--- src/rtl/joy_pkg.sv ---
// Shared types and default tuning for the joystick cursor controller.
package joy_pkg;

    typedef enum logic [2:0] {DEAD, LO_SLOW, LO_FAST, HI_SLOW, HI_FAST} zone_t;
    typedef enum logic [1:0] {IDLE, SLOW, FAST, TURBO} axis_st_t;

    localparam int TH_LO_FAST_DEF  = 150;
    localparam int TH_LO_SLOW_DEF  = 400;
    localparam int TH_HI_SLOW_DEF  = 600;
    localparam int TH_HI_FAST_DEF  = 850;
    localparam int STEP_SLOW_DEF   = 10;
    localparam int STEP_FAST_DEF   = 20;
    localparam int STEP_TURBO_DEF  = 40;
    localparam int ACCEL_TICKS_DEF = 8;

endpackage

--- src/rtl/joy_cursor_ctl_if.sv ---
// Control inputs and cursor/status outputs of the cursor controller.
interface joy_cursor_ctl_if #(
    parameter int POS_W = 10,
    parameter int ADC_W = 10
);
    logic             en;
    logic             home;
    logic [ADC_W-1:0] joy_x;
    logic [ADC_W-1:0] joy_y;
    logic [POS_W-1:0] dot_x;
    logic [POS_W-1:0] dot_y;
    logic             moved;
    logic [3:0]       at_edge;

    modport master (output en, home, joy_x, joy_y,
                    input  dot_x, dot_y, moved, at_edge);
    modport slave  (input  en, home, joy_x, joy_y,
                    output dot_x, dot_y, moved, at_edge);
endinterface

--- src/rtl/joy_axis.sv ---
// One cursor axis: zone classification, acceleration FSM, step and clamp.
module joy_axis
    import joy_pkg::*;
#(
    parameter int POS_W       = 10,
    parameter int ADC_W       = 10,
    parameter bit INVERT      = 1'b0,
    parameter int MIN         = 0,
    parameter int MAX         = 1023,
    parameter int INIT        = 0,
    parameter int TH_LO_FAST  = TH_LO_FAST_DEF,
    parameter int TH_LO_SLOW  = TH_LO_SLOW_DEF,
    parameter int TH_HI_SLOW  = TH_HI_SLOW_DEF,
    parameter int TH_HI_FAST  = TH_HI_FAST_DEF,
    parameter int STEP_SLOW   = STEP_SLOW_DEF,
    parameter int STEP_FAST   = STEP_FAST_DEF,
    parameter int STEP_TURBO  = STEP_TURBO_DEF,
    parameter int ACCEL_TICKS = ACCEL_TICKS_DEF
) (
    input  logic             clk,
    input  logic             clr_n,
    input  logic             adv,      // registered tick edge
    input  logic             en,
    input  logic             home,
    input  logic [ADC_W-1:0] s,
    output logic [POS_W-1:0] pos,
    output logic [POS_W-1:0] pos_nxt
);

    localparam int HW = $clog2(ACCEL_TICKS + 1);
    localparam int SW = POS_W + 2;
    typedef logic signed [SW-1:0] sval_t;
    localparam sval_t MIN_S = sval_t'(MIN);
    localparam sval_t MAX_S = sval_t'(MAX);

    zone_t         zone, zone_q;
    axis_st_t      st, st_nxt;
    logic [HW-1:0] hold, hold_nxt;
    sval_t         step, base, sum;
    logic          plus, fast, same_fast;

    // Classify the sample into one of five zones (strict compares)
    always_comb begin
        zone = DEAD;
        if      (s < ADC_W'(TH_LO_FAST)) zone = LO_FAST;
        else if (s < ADC_W'(TH_LO_SLOW)) zone = LO_SLOW;
        else if (s > ADC_W'(TH_HI_FAST)) zone = HI_FAST;
        else if (s > ADC_W'(TH_HI_SLOW)) zone = HI_SLOW;
    end

    assign plus      = ((zone == LO_SLOW) || (zone == LO_FAST)) ^ INVERT;
    assign fast      = (zone == LO_FAST) || (zone == HI_FAST);
    // Acceleration only continues in the very same fast zone; a reversal
    // lands in the opposite fast zone and so restarts at FAST.
    assign same_fast = fast && (zone == zone_q) && ((st == FAST) || (st == TURBO));

    // Next state, hold count and step for the state being entered
    always_comb begin
        st_nxt   = st;
        hold_nxt = hold;
        step     = '0;
        if (home || !en) begin
            st_nxt   = IDLE;
            hold_nxt = '0;
        end else if (adv) begin
            if (zone == DEAD) begin
                st_nxt   = IDLE;
                hold_nxt = '0;
            end else if (!fast) begin
                st_nxt   = SLOW;
                hold_nxt = '0;
                step     = sval_t'(STEP_SLOW);
            end else if (!same_fast) begin
                st_nxt   = FAST;
                hold_nxt = HW'(1);
                step     = sval_t'(STEP_FAST);
            end else if (st == TURBO) begin
                step     = sval_t'(STEP_TURBO);
            end else if (({1'b0, hold} + (HW+1)'(1)) >= (HW+1)'(ACCEL_TICKS)) begin
                st_nxt   = TURBO;
                hold_nxt = HW'(ACCEL_TICKS);
                step     = sval_t'(STEP_TURBO);
            end else begin
                st_nxt   = FAST;
                hold_nxt = hold + HW'(1);
                step     = sval_t'(STEP_FAST);
            end
        end
    end

    // Signed step with two guard bits so pos - step < 0 clamps instead of wrapping.
    // An edge that lands in IDLE applies no step and leaves the position alone.
    always_comb begin
        base    = sval_t'({2'b00, pos});
        sum     = plus ? (base + step) : (base - step);
        pos_nxt = pos;
        if (home) begin
            pos_nxt = POS_W'(INIT);
        end else if (en && adv && (st_nxt != IDLE)) begin
            if      (sum < MIN_S) pos_nxt = POS_W'(MIN);
            else if (sum > MAX_S) pos_nxt = POS_W'(MAX);
            else                  pos_nxt = sum[POS_W-1:0];
        end
    end

    // Axis state registers
    always_ff @(posedge clk or negedge clr_n) begin
        if (!clr_n) begin
            st     <= IDLE;
            hold   <= '0;
            zone_q <= DEAD;
            pos    <= POS_W'(INIT);
        end else begin
            st   <= st_nxt;
            hold <= hold_nxt;
            pos  <= pos_nxt;
            if (adv) zone_q <= zone;
        end
    end

endmodule

--- src/rtl/joy_cursor_ctl.sv ---
// Two-axis joystick cursor controller: tick edge, home/enable, status.
module joy_cursor_ctl
    import joy_pkg::*;
#(
    parameter int POS_W       = 10,
    parameter int ADC_W       = 10,
    parameter int INIT_X      = 234,
    parameter int INIT_Y      = 271,
    parameter int X_MIN       = 239,
    parameter int X_MAX       = 362,
    parameter int Y_MIN       = 116,
    parameter int Y_MAX       = 426,
    parameter int TH_LO_FAST  = TH_LO_FAST_DEF,
    parameter int TH_LO_SLOW  = TH_LO_SLOW_DEF,
    parameter int TH_HI_SLOW  = TH_HI_SLOW_DEF,
    parameter int TH_HI_FAST  = TH_HI_FAST_DEF,
    parameter int STEP_SLOW   = STEP_SLOW_DEF,
    parameter int STEP_FAST   = STEP_FAST_DEF,
    parameter int STEP_TURBO  = STEP_TURBO_DEF,
    parameter int ACCEL_TICKS = ACCEL_TICKS_DEF
) (
    input  logic            clk,
    input  logic            clr_n,
    input  logic            tick,
    joy_cursor_ctl_if.slave bus
);

    logic             tick_q, edge_q, moved;
    logic [POS_W-1:0] x_pos, x_nxt, y_pos, y_nxt;

    // Rising-edge detect on the raw tick; tick_q resets high so a tick
    // already high at reset release is not taken as an edge.
    always_ff @(posedge clk or negedge clr_n) begin
        if (!clr_n) begin
            tick_q <= 1'b1;
            edge_q <= 1'b0;
        end else begin
            tick_q <= tick;
            edge_q <= tick & ~tick_q;
        end
    end

    joy_axis #(
        .POS_W(POS_W), .ADC_W(ADC_W), .INVERT(1'b0),
        .MIN(X_MIN), .MAX(X_MAX), .INIT(INIT_X),
        .TH_LO_FAST(TH_LO_FAST), .TH_LO_SLOW(TH_LO_SLOW),
        .TH_HI_SLOW(TH_HI_SLOW), .TH_HI_FAST(TH_HI_FAST),
        .STEP_SLOW(STEP_SLOW), .STEP_FAST(STEP_FAST),
        .STEP_TURBO(STEP_TURBO), .ACCEL_TICKS(ACCEL_TICKS)
    ) u_x (
        .clk(clk), .clr_n(clr_n), .adv(edge_q), .en(bus.en), .home(bus.home),
        .s(bus.joy_x), .pos(x_pos), .pos_nxt(x_nxt)
    );

    joy_axis #(
        .POS_W(POS_W), .ADC_W(ADC_W), .INVERT(1'b1),
        .MIN(Y_MIN), .MAX(Y_MAX), .INIT(INIT_Y),
        .TH_LO_FAST(TH_LO_FAST), .TH_LO_SLOW(TH_LO_SLOW),
        .TH_HI_SLOW(TH_HI_SLOW), .TH_HI_FAST(TH_HI_FAST),
        .STEP_SLOW(STEP_SLOW), .STEP_FAST(STEP_FAST),
        .STEP_TURBO(STEP_TURBO), .ACCEL_TICKS(ACCEL_TICKS)
    ) u_y (
        .clk(clk), .clr_n(clr_n), .adv(edge_q), .en(bus.en), .home(bus.home),
        .s(bus.joy_y), .pos(y_pos), .pos_nxt(y_nxt)
    );

    // moved pulses in the cycle the new position becomes visible
    always_ff @(posedge clk or negedge clr_n) begin
        if (!clr_n) moved <= 1'b0;
        else        moved <= (x_nxt != x_pos) || (y_nxt != y_pos);
    end

    assign bus.dot_x   = x_pos;
    assign bus.dot_y   = y_pos;
    assign bus.moved   = moved;
    assign bus.at_edge = {y_pos == POS_W'(Y_MAX), y_pos == POS_W'(Y_MIN),
                          x_pos == POS_W'(X_MAX), x_pos == POS_W'(X_MIN)};

endmodule

--- src/flat_wrapper.sv ---
// flat-port wrapper written by rule: the top's interface ports become plain ports
module joy_cursor_ctl_flat import joy_pkg::*;
#(
    parameter int POS_W       = 10,
    parameter int ADC_W       = 10,
    parameter int INIT_X      = 234,
    parameter int INIT_Y      = 271,
    parameter int X_MIN       = 239,
    parameter int X_MAX       = 362,
    parameter int Y_MIN       = 116,
    parameter int Y_MAX       = 426,
    parameter int TH_LO_FAST  = TH_LO_FAST_DEF,
    parameter int TH_LO_SLOW  = TH_LO_SLOW_DEF,
    parameter int TH_HI_SLOW  = TH_HI_SLOW_DEF,
    parameter int TH_HI_FAST  = TH_HI_FAST_DEF,
    parameter int STEP_SLOW   = STEP_SLOW_DEF,
    parameter int STEP_FAST   = STEP_FAST_DEF,
    parameter int STEP_TURBO  = STEP_TURBO_DEF,
    parameter int ACCEL_TICKS = ACCEL_TICKS_DEF
)
  (clk, clr_n, tick, bus_en, bus_home, bus_joy_x, bus_joy_y, bus_dot_x, bus_dot_y, bus_moved, bus_at_edge);
  joy_cursor_ctl_if #(.POS_W(POS_W), .ADC_W(ADC_W)) bus_i ();
  input  logic clk;
  input  logic clr_n;
  input  logic tick;
  input wire logic [$bits(bus_i.en)-1:0] bus_en;
  input wire logic [$bits(bus_i.home)-1:0] bus_home;
  input wire logic [$bits(bus_i.joy_x)-1:0] bus_joy_x;
  input wire logic [$bits(bus_i.joy_y)-1:0] bus_joy_y;
  output wire logic [$bits(bus_i.dot_x)-1:0] bus_dot_x;
  output wire logic [$bits(bus_i.dot_y)-1:0] bus_dot_y;
  output wire logic [$bits(bus_i.moved)-1:0] bus_moved;
  output wire logic [$bits(bus_i.at_edge)-1:0] bus_at_edge;
  assign bus_i.en = bus_en;
  assign bus_i.home = bus_home;
  assign bus_i.joy_x = bus_joy_x;
  assign bus_i.joy_y = bus_joy_y;
  assign bus_dot_x = bus_i.dot_x;
  assign bus_dot_y = bus_i.dot_y;
  assign bus_moved = bus_i.moved;
  assign bus_at_edge = bus_i.at_edge;
  joy_cursor_ctl #(.POS_W(POS_W), .ADC_W(ADC_W), .INIT_X(INIT_X), .INIT_Y(INIT_Y), .X_MIN(X_MIN), .X_MAX(X_MAX), .Y_MIN(Y_MIN), .Y_MAX(Y_MAX), .TH_LO_FAST(TH_LO_FAST), .TH_LO_SLOW(TH_LO_SLOW), .TH_HI_SLOW(TH_HI_SLOW), .TH_HI_FAST(TH_HI_FAST), .STEP_SLOW(STEP_SLOW), .STEP_FAST(STEP_FAST), .STEP_TURBO(STEP_TURBO), .ACCEL_TICKS(ACCEL_TICKS)) u_core (.clk(clk), .clr_n(clr_n), .tick(tick), .bus(bus_i));
endmodule
--- config.mk ---
export PLATFORM = sky130hd
export DESIGN_NAME = joy_cursor_ctl_flat
export DESIGN_NICKNAME = d
export VERILOG_FILES = /design/src/rtl/joy_pkg.sv /design/src/rtl/joy_cursor_ctl_if.sv /design/src/rtl/joy_axis.sv /design/src/rtl/joy_cursor_ctl.sv /design/src/flat_wrapper.sv
export SDC_FILE = /design/constraint.sdc
export NUM_CORES = 1
export LEC_CHECK = 0
export BUFFER_PORTS_ARGS = -buffer_cell sky130_fd_sc_hd__buf_2
export CAP_MARGIN = 0
export CORE_MARGIN = 4
export CORE_UTILIZATION = 30
export DETAILED_ROUTE_END_ITERATION = 12
export PLACE_DENSITY = 0.47
export SLEW_MARGIN = 20
export SYNTH_ARGS = -nofsm -noshare
export SYNTH_HDL_FRONTEND = slang
export SYNTH_HIERARCHICAL = 1
export SYNTH_SLANG_ARGS = --single-unit
--- constraint.sdc ---
create_clock -name clk -period 6 [get_ports clk]
set_input_delay 1.2 -clock clk [delete_from_list [all_inputs] [get_ports clk]]
set_output_delay 1.2 -clock clk [all_outputs]
set_load 0.1 [all_outputs]
---- After elaboration in Yosys (flattened, before gate mapping) ----
Index checks and enable logic that the tools add are counted.
W data, S select, Z words.
cells by class
  add/subtract/negate cells ............... 8
  magnitude comparators ................... 14
  equality and inequality tests ........... 20
  muxes and demuxes ....................... 60
  bitwise operators ....................... 2
  reduce and logical (&&, ||, !) cells .... 23
operators with widths
  cell                    number
  $mux W6                 14
  $mux W10                8
  $mux W4                 14
  $gt A10 B10 Y1 const B  4
  $mux W2                 14
  $add A11 B12 Y12        2
  $gt A12 B10 Y1 const B  2
  $mux W12                2
  $sub A11 B12 Y12        2
  $eq A10 B9 Y1 const B   2
  $lt A10 B8 Y1 const B   2
  $lt A10 B9 Y1 const B   2
  $ne A10 B10 Y1          2
  $mux W3                 6
  $lt A12 B8 Y1 const B   1
  $lt A12 B9 Y1 const B   1
  $add A4 B1 Y5 const B   2
  $eq A10 B7 Y1 const B   1
  $eq A10 B8 Y1 const B   1
  $ge A5 B4 Y1 const B    2
  $ne A5 B3 Y1 const B    2
  $add A4 B1 Y4 const B   2
  $eq A2 B2 Y1 const B    4
  $logic_or A1 B1 Y1      8
  other kinds (12)        27
word-level totals
  bits in registers ....................... 41
  bits of input ports ..................... 25
  output and inout bits ................... 25
  word-level logic and storage cells ...... 138

---- Logic depth before layout (Yosys ltp) ----
  depth in word-level cells ............... 23
  mapped depth ............................ 22
  depth with buffers taken out ............ 21

---- Hierarchy ----
The synthesis kept the hierarchy.
by module, submodules not included
  module                  times used  cells each  area an instance (µm²)  sequential area each (µm²)
  joy_axis at u_core.u_y  1           230         2,009.4                 481.7
  joy_axis at u_core.u_x  1           222         1,811.7                 481.7
  joy_cursor_ctl          1           44          399.1                   76.3

---- Worst setup path after synthesis ----
No wires, ideal clock.
  kind .................................... input-to-reg
  start point ............................. input port bus_joy_y[2]
  end point ............................... register u_core.moved (netlist: u_core/bus.moved)
  library setup time ...................... 0.136 ns
  arrival time ............................ 5.441 ns
  data required time ...................... 5.864 ns
  slack ................................... 0.424 ns
  stages on the path ...................... 18
  path buffers ............................ 0
  path through ............................ a21o_1 -> a211o_1 -> a211oi_1 -> o2111ai_1 -> nor2_1 -> or4b_1 -> ha_1 -> and3_1 -> a21oi_1 -> nand4b_4 -> and3_4 -> o41a_1 -> a221oi_1 -> a311oi_1 -> xnor2_1 -> nand4_1 -> nor3_1 -> nand3_1
between the ends
  word-level cells in the longest chain between the ends .. 23
  elaborated cells between the ends (all ways) .. 40
  those cells by class .................... add/sub (2); order compare (6); eq/ne (5); mux (19); reduce/logical (8)
RTL lines
  element                                              RTL line                        RTL
  from (decl)                                          flat_wrapper.sv:29              input wire logic [$bits(bus_i.joy_y)-1:0] bus_joy_y;
  $gt A10 B10 Y1                                       joy_axis.sv:48                  else if (s > ADC_W'(TH_HI_SLOW)) zone = HI_SLOW;
  $mux W2                                              joy_axis.sv:48
  $mux W3                                              joy_axis.sv:47                  else if (s > ADC_W'(TH_HI_FAST)) zone = HI_FAST;
  $mux W3                                              joy_axis.sv:46                  else if (s < ADC_W'(TH_LO_SLOW)) zone = LO_SLOW;
  $mux W3 (*)                                          joy_axis.sv:45                  if (s < ADC_W'(TH_LO_FAST)) zone = LO_FAST;
  $eq A3 B2 Y1 / $eq A3 B3 Y1 (equally long branches)  joy_axis.sv:51, joy_axis.sv:52
  $logic_or A1 B1 Y1                                   joy_axis.sv:52                  assign fast = (zone == LO_FAST) || (zone == HI_FAST);
  $logic_and A1 B1 Y1 (2 in series)                    joy_axis.sv:55                  assign same_fast = fast && (zone == zone_q) && ((st == FAST) || (st == TURBO));
  (+7 left out)                                        -
  $gt A12 B10 Y1                                       joy_axis.sv:101                 else if (sum > MAX_S) pos_nxt = POS_W'(MAX);
  $mux W10                                             joy_axis.sv:101
  $mux W10                                             joy_axis.sv:100                 if (sum < MIN_S) pos_nxt = POS_W'(MIN);
  $mux W10 (*)                                         joy_axis.sv:99                  end else if (en && adv && (st_nxt != IDLE)) begin
  $mux W10 (*)                                         joy_axis.sv:97                  if (home) begin
  named net u_core.y_nxt[5]                            joy_cursor_ctl.sv:29            logic [POS_W-1:0] x_pos, x_nxt, y_pos, y_nxt;
  $ne A10 B10 Y1 (*)                                   joy_cursor_ctl.sv:70            else moved <= (x_nxt != x_pos) || (y_nxt != y_pos);
  $logic_or A1 B1 Y1 (*)                               joy_cursor_ctl.sv:70
  to (signal assigned)                                 joy_cursor_ctl.sv:70
  to (decl)                                            joy_cursor_ctl.sv:28            logic tick_q, edge_q, moved;
The timed path passes the listed nets; every way through them passes the cells marked *.
A chain may end at the register's enable or synchronous reset.

---- Worst setup path in the final report ----
  start point ............................. input port bus_joy_x[2]
  end point ............................... register u_core.moved (netlist: u_core/bus.moved)
between the ends
  word-level cells in the longest chain between the ends .. 23
  elaborated cells between the ends (all ways) .. 40
  those cells by class .................... add/sub (2); order compare (6); eq/ne (5); mux (19); reduce/logical (8)
RTL lines
  element                                              RTL line                        RTL
  from (decl)                                          flat_wrapper.sv:28              input wire logic [$bits(bus_i.joy_x)-1:0] bus_joy_x;
  $gt A10 B10 Y1                                       joy_axis.sv:48
  $mux W2                                              joy_axis.sv:48
  $mux W3                                              joy_axis.sv:47
  $mux W3                                              joy_axis.sv:46
  $mux W3 (*)                                          joy_axis.sv:45
  $eq A3 B2 Y1 / $eq A3 B3 Y1 (equally long branches)  joy_axis.sv:51, joy_axis.sv:52
  $logic_or A1 B1 Y1                                   joy_axis.sv:52
  $logic_and A1 B1 Y1 (2 in series)                    joy_axis.sv:55
  (+7 left out)                                        -
  $gt A12 B10 Y1                                       joy_axis.sv:101
  $mux W10                                             joy_axis.sv:101
  $mux W10                                             joy_axis.sv:100
  $mux W10 (*)                                         joy_axis.sv:99
  $mux W10 (*)                                         joy_axis.sv:97
  named net u_core.x_nxt[1]                            joy_cursor_ctl.sv:29
  $ne A10 B10 Y1 (*)                                   joy_cursor_ctl.sv:70
  $logic_or A1 B1 Y1 (*)                               joy_cursor_ctl.sv:70
Marks and branches as above.

==> flow_results.xml <==
<?xml version="1.0" encoding="UTF-8"?>
<metrics>
  <group name="run_status">
    <metric name="outcome" unit="">completed</metric>
  </group>
  <group name="clock_network">
    <metric name="cts_clk_pin_slew_worst_paths" unit="ns">0.06</metric>
    <metric name="cts.root.buffer_cell" unit="">clkbuf_16</metric>
    <metric name="numCtsBuffers" unit="">5</metric>
    <metric name="cts.sinks" unit="">41</metric>
    <metric name="worst_skew_late_latency" unit="ns">0.28</metric>
    <metric name="cts_hold_buffers" unit="">0</metric>
    <metric name="cts_tree" unit="">yes</metric>
    <metric name="clk_path_buf_depth" unit="">2</metric>
    <metric name="ctsHtreeMaxLevel" unit="">2</metric>
  </group>
  <group name="place">
    <metric name="gp_congestion" unit="">0.8925</metric>
    <metric name="io_buffers" unit="">49</metric>
    <metric name="detailedPlacementHpwl" unit="mm">9.805</metric>
    <metric name="dpl_cell_area" unit="mm²">0.004803</metric>
  </group>
  <group name="grt">
    <metric name="global_route.usage.total" unit="%">15.15</metric>
    <metric name="globalRouteOverflowTotal" unit="">0</metric>
    <metric name="grt_pass1_vias" unit="">4048</metric>
    <metric name="initial_antenna_violation_count" unit="">0</metric>
    <metric name="global_route_wire_length_before_repair" unit="mm">20.17</metric>
    <metric name="grt_start_max_net_pins" unit="">42</metric>
  </group>
  <group name="flow_run">
    <metric name="cap_viol_max_count" unit="">0</metric>
  </group>
  <group name="finish">
    <metric name="insertedDiodeCount" unit="">0</metric>
    <metric name="post-route-util" unit="%">36.61</metric>
    <metric name="fillCellCount" unit="">1463</metric>
    <metric name="design.final.nets" unit="">620</metric>
    <metric name="final_design_area_no_fill" unit="mm²">0.005062</metric>
    <metric name="syn_to_final_growth" unit="%">19.95</metric>
    <metric name="layout-drive-gt1-share" unit="%">22.87</metric>
  </group>
  <group name="timing">
    <metric name="worst_margin_pin_slew" unit="ns">0.6931</metric>
    <metric name="layout_min_cycle_time" unit="ns">5.696</metric>
    <metric name="max_freq" unit="GHz">0.1756</metric>
    <metric name="setup_clock_skew_after_layout" unit="ns">0.006224</metric>
    <metric name="post-route-period-util" unit="%">94.93</metric>
    <metric name="final.setup.tns" unit="ns">0</metric>
    <metric name="hold_viol" unit="">0</metric>
    <metric name="relSlewSlack" unit="%">53.79</metric>
    <metric name="timing.final.max_slew_violations" unit="">0</metric>
    <metric name="timing.final.setup_violations" unit="">0</metric>
  </group>
  <group name="synth">
    <metric name="top_area_cell_type_share_of_the_netlist_area" unit="%">17.79</metric>
    <metric name="yosysWarningCount" unit="">6</metric>
    <metric name="yosysTopAreaCell" unit="">dfrtp_1</metric>
    <metric name="synth.top_cells.by_area" unit="">dfrtp_1, ha_1, dfstp_2</metric>
    <metric name="netlist_instances" unit="">496</metric>
    <metric name="synthesis.area_per_instance" unit="µm²">8.509</metric>
    <metric name="synthesis.nets" unit="">553</metric>
    <metric name="synth.yosys.seq_area_share" unit="%">24.64</metric>
    <metric name="synth_edf_count" unit="">0</metric>
    <metric name="postSynth.asyncResetShare" unit="%">100.0</metric>
    <metric name="yosys.cell_types.count" unit="">86</metric>
    <metric name="number_of_synthesized_register_bits" unit="">41</metric>
    <metric name="syn_area" unit="mm²">0.004220</metric>
    <metric name="top_reg_cell_synth" unit="">dfrtp_1</metric>
  </group>
  <group name="route">
    <metric name="drt_pre_antenna_iters" unit="">5</metric>
    <metric name="route.detailed.vias_per_inst" unit="">5.532</metric>
    <metric name="count_of_vias_placed_by_the_detailed_router" unit="">4116</metric>
    <metric name="remaining_drc_errors" unit="">0</metric>
    <metric name="routed_wire_length" unit="mm">12.45</metric>
    <metric name="drtAntennaViolNets" unit="">0</metric>
    <metric name="drt_iter0_markers" unit="">319</metric>
    <metric name="routedWlPerCell" unit="µm">16.73</metric>
  </group>
  <group name="worst_setup_path">
    <metric name="reg2reg_end" unit="">u_core/bus.moved</metric>
    <metric name="cp_data_required_time" unit="ns">6.15</metric>
    <metric name="critical_path.max_fanout" unit="">4</metric>
    <metric name="critPathKind" unit="">in -&gt; reg</metric>
    <metric name="critical_path.reg2reg.startpoint" unit="">u_core/edge_q</metric>
    <metric name="critical_path.startpoint_type" unit="">input port</metric>
    <metric name="worst_r2r_path_depth" unit="">17</metric>
    <metric name="critical_path.endpoint" unit="">u_core/bus.moved</metric>
    <metric name="cp_data_arrival_time" unit="ns">5.85</metric>
    <metric name="timing.reg2reg.setup_slack" unit="ns">1.17</metric>
    <metric name="setup.worst_path.end_class" unit="">register</metric>
    <metric name="cp-startpoint" unit="">bus_joy_x[2]</metric>
  </group>
  <group name="pwr">
    <metric name="static-leakage-power" unit="µW">0.002199</metric>
    <metric name="power_density_of_the_placed_cells" unit="mW/mm²">166.6</metric>
    <metric name="vdd_ir_drop_max" unit="mV">0.09105</metric>
    <metric name="fin_total_pwr" unit="µW">843.4</metric>
  </group>
  <group name="die">
    <metric name="top_level_pins" unit="">50</metric>
    <metric name="floorplan.core_area" unit="mm²">0.01383</metric>
    <metric name="die_area" unit="mm²">0.01603</metric>
    <metric name="floorplan.die.width" unit="µm">126.6</metric>
    <metric name="starting_density" unit="%">30.52</metric>
    <metric name="die_y" unit="µm">126.6</metric>
    <metric name="row_count" unit="">43</metric>
  </group>
  <group name="hold_path">
    <metric name="holdCritPathClass" unit="">reg -&gt; reg</metric>
  </group>
</metrics>
cell usage after synthesis, drive strengths merged (3+ instances only):
cell,n
a311oi,4
nand4,7
o2111ai,4
mux2i,4
a21o,11
clkbuf,8
and3,4
or2,7
o21ai,23
inv,28
xor2,10
buf,5
xnor2,19
o311a,4
a221oi,6
a211oi,10
dfrtp,30
o32a,3
nand3,12
a2bb2oi,3
a31oi,4
o311ai,3
nor4,10
and4b,3
nand4b,3
o32ai,4
ha,28
a211o,6
nor3,13
a21oi,38
dfstp,11
nor2,50
a21boi,3
nand3b,4
o211ai,7
fa,4
nand2,28
mux2,6
o31ai,4
and2,5
nor2b,13
nand2b,10
area by class of cell:
| type | count | area, µm² | share of cell area [%] |
|---|---|---|---|
| multi-input cells | 414 | 3064 | 60.53 |
| inverters | 28 | 105.1 | 2.076 |
| repair buffers | 73 | 437.9 | 8.651 |
| flip-flops and latches | 41 | 1040 | 20.54 |
| clock inverters | 3 | 65.06 | 1.285 |
| well taps | 180 | 225.2 | 4.449 |
| clock buffers | 5 | 125.1 | 2.472 |
report_power, final:
part           leakage (µW)  switching, µW  internal, µW
Sequential         0.000519           15.8           290
Clock             0.0000938            108           238
Combinational       0.00159            123          68.7
Total               0.00220            247           596
worst max-delay path, stage by stage:
cell and delay (ns):
buf_2 0.11, a21o_1 0.17, a211o_1 0.29, a211oi_2 0.27
o21ai_1 0.08, nor3_1 0.24, a21boi_1 0.25, buf_4 0.14
nand3_1 0.13, ha_1 0.39, inv_1 0.07, a221oi_1 0.48
a21oi_1 0.15, nor3_1 0.42, nor4_4 0.08, and4b_1 0.24
o2111ai_2 0.28, a2bb2oi_1 0.27, xnor2_1 0.15, nand4_1 0.11
nor3_1 0.22, nand3_1 0.09
timing repair:
item                       in CTS  in global routing
setup buffers                   0                  0
setup endpoints to repair       0                  1
gates resized for setup         0                 10
flip-flops by register name (all words and copies together), names as in the netlist:
register,cells
u_core/u_y/st,2
u_core/u_y/zone_q,3
u_core/u_x/hold,4
u_core/bus.moved,1
u_core/u_x/st,2
u_core/u_x/pos,10
u_core/u_y/pos,10
u_core/u_x/zone_q,3
u_core/edge_q,1
u_core/tick_q,1
u_core/u_y/hold,4
layer usage:
metal,vias up,global-route usage [%],part of all wire (%)
met3,26,2.021,4.2
met5,-,0,0
met1,1978,19.76,46
li1,1999,-,-
met2,113,25.56,47
met4,0,5.615,2.9
cell families (layout without fill, tap and decap cells):
group / Yosys count / in the layout / synth area share, %
flops: 41 / 41 / 24.64
compound gates: 163 / 163 / 28.76
mux: 10 / 10 / 2.550
xor+xnor: 29 / 29 / 6.018
buf+inv: 41 / 109 / 3.913
fa+ha+maj: 32 / 32 / 10.20
simple gates: 180 / 180 / 23.93
worst min-delay path by stage:
stage                       start            end  slack [ns]  depth (start not counted)
floorplan           u_core/tick_q  u_core/edge_q        0.46                          1
global placement    u_core/tick_q  u_core/edge_q        0.47                          1
detailed placement  u_core/tick_q  u_core/edge_q        0.48                          1
CTS                 u_core/tick_q  u_core/edge_q        0.49                          1
global route        u_core/tick_q  u_core/edge_q        0.53                          1
finish              u_core/tick_q  u_core/edge_q        0.49                          1
cells in the final DEF (no fill, tap or decap), types with 8 or more instances in the layout:
master	instances
nand2b_1	10
ha_1	27
o21ai_0	19
buf_4	23
a21oi_1	37
xor2_1	10
dfstp_2	11
xnor2_1	18
a21o_1	11
buf_2	49
inv_1	27
nor4_1	8
nor2_1	49
a211oi_1	8
nor3_1	12
nor2b_1	13
dfrtp_1	30
nand3_1	12
nand2_1	27
metrics by stage:
step           cells  setup slack, ns  hold slack, ns
3_5_place_dp     735          -0.1030          0.4751
4_1_cts          743           0.1529          0.4934
2_1_floorplan    496           0.4236          0.4637
6_report         744           0.3045          0.4929
5_1_grt          744         -0.06817          0.5298
3_3_place_gp     735         -0.07544          0.4684
Power figures use the tool's default switching activity.
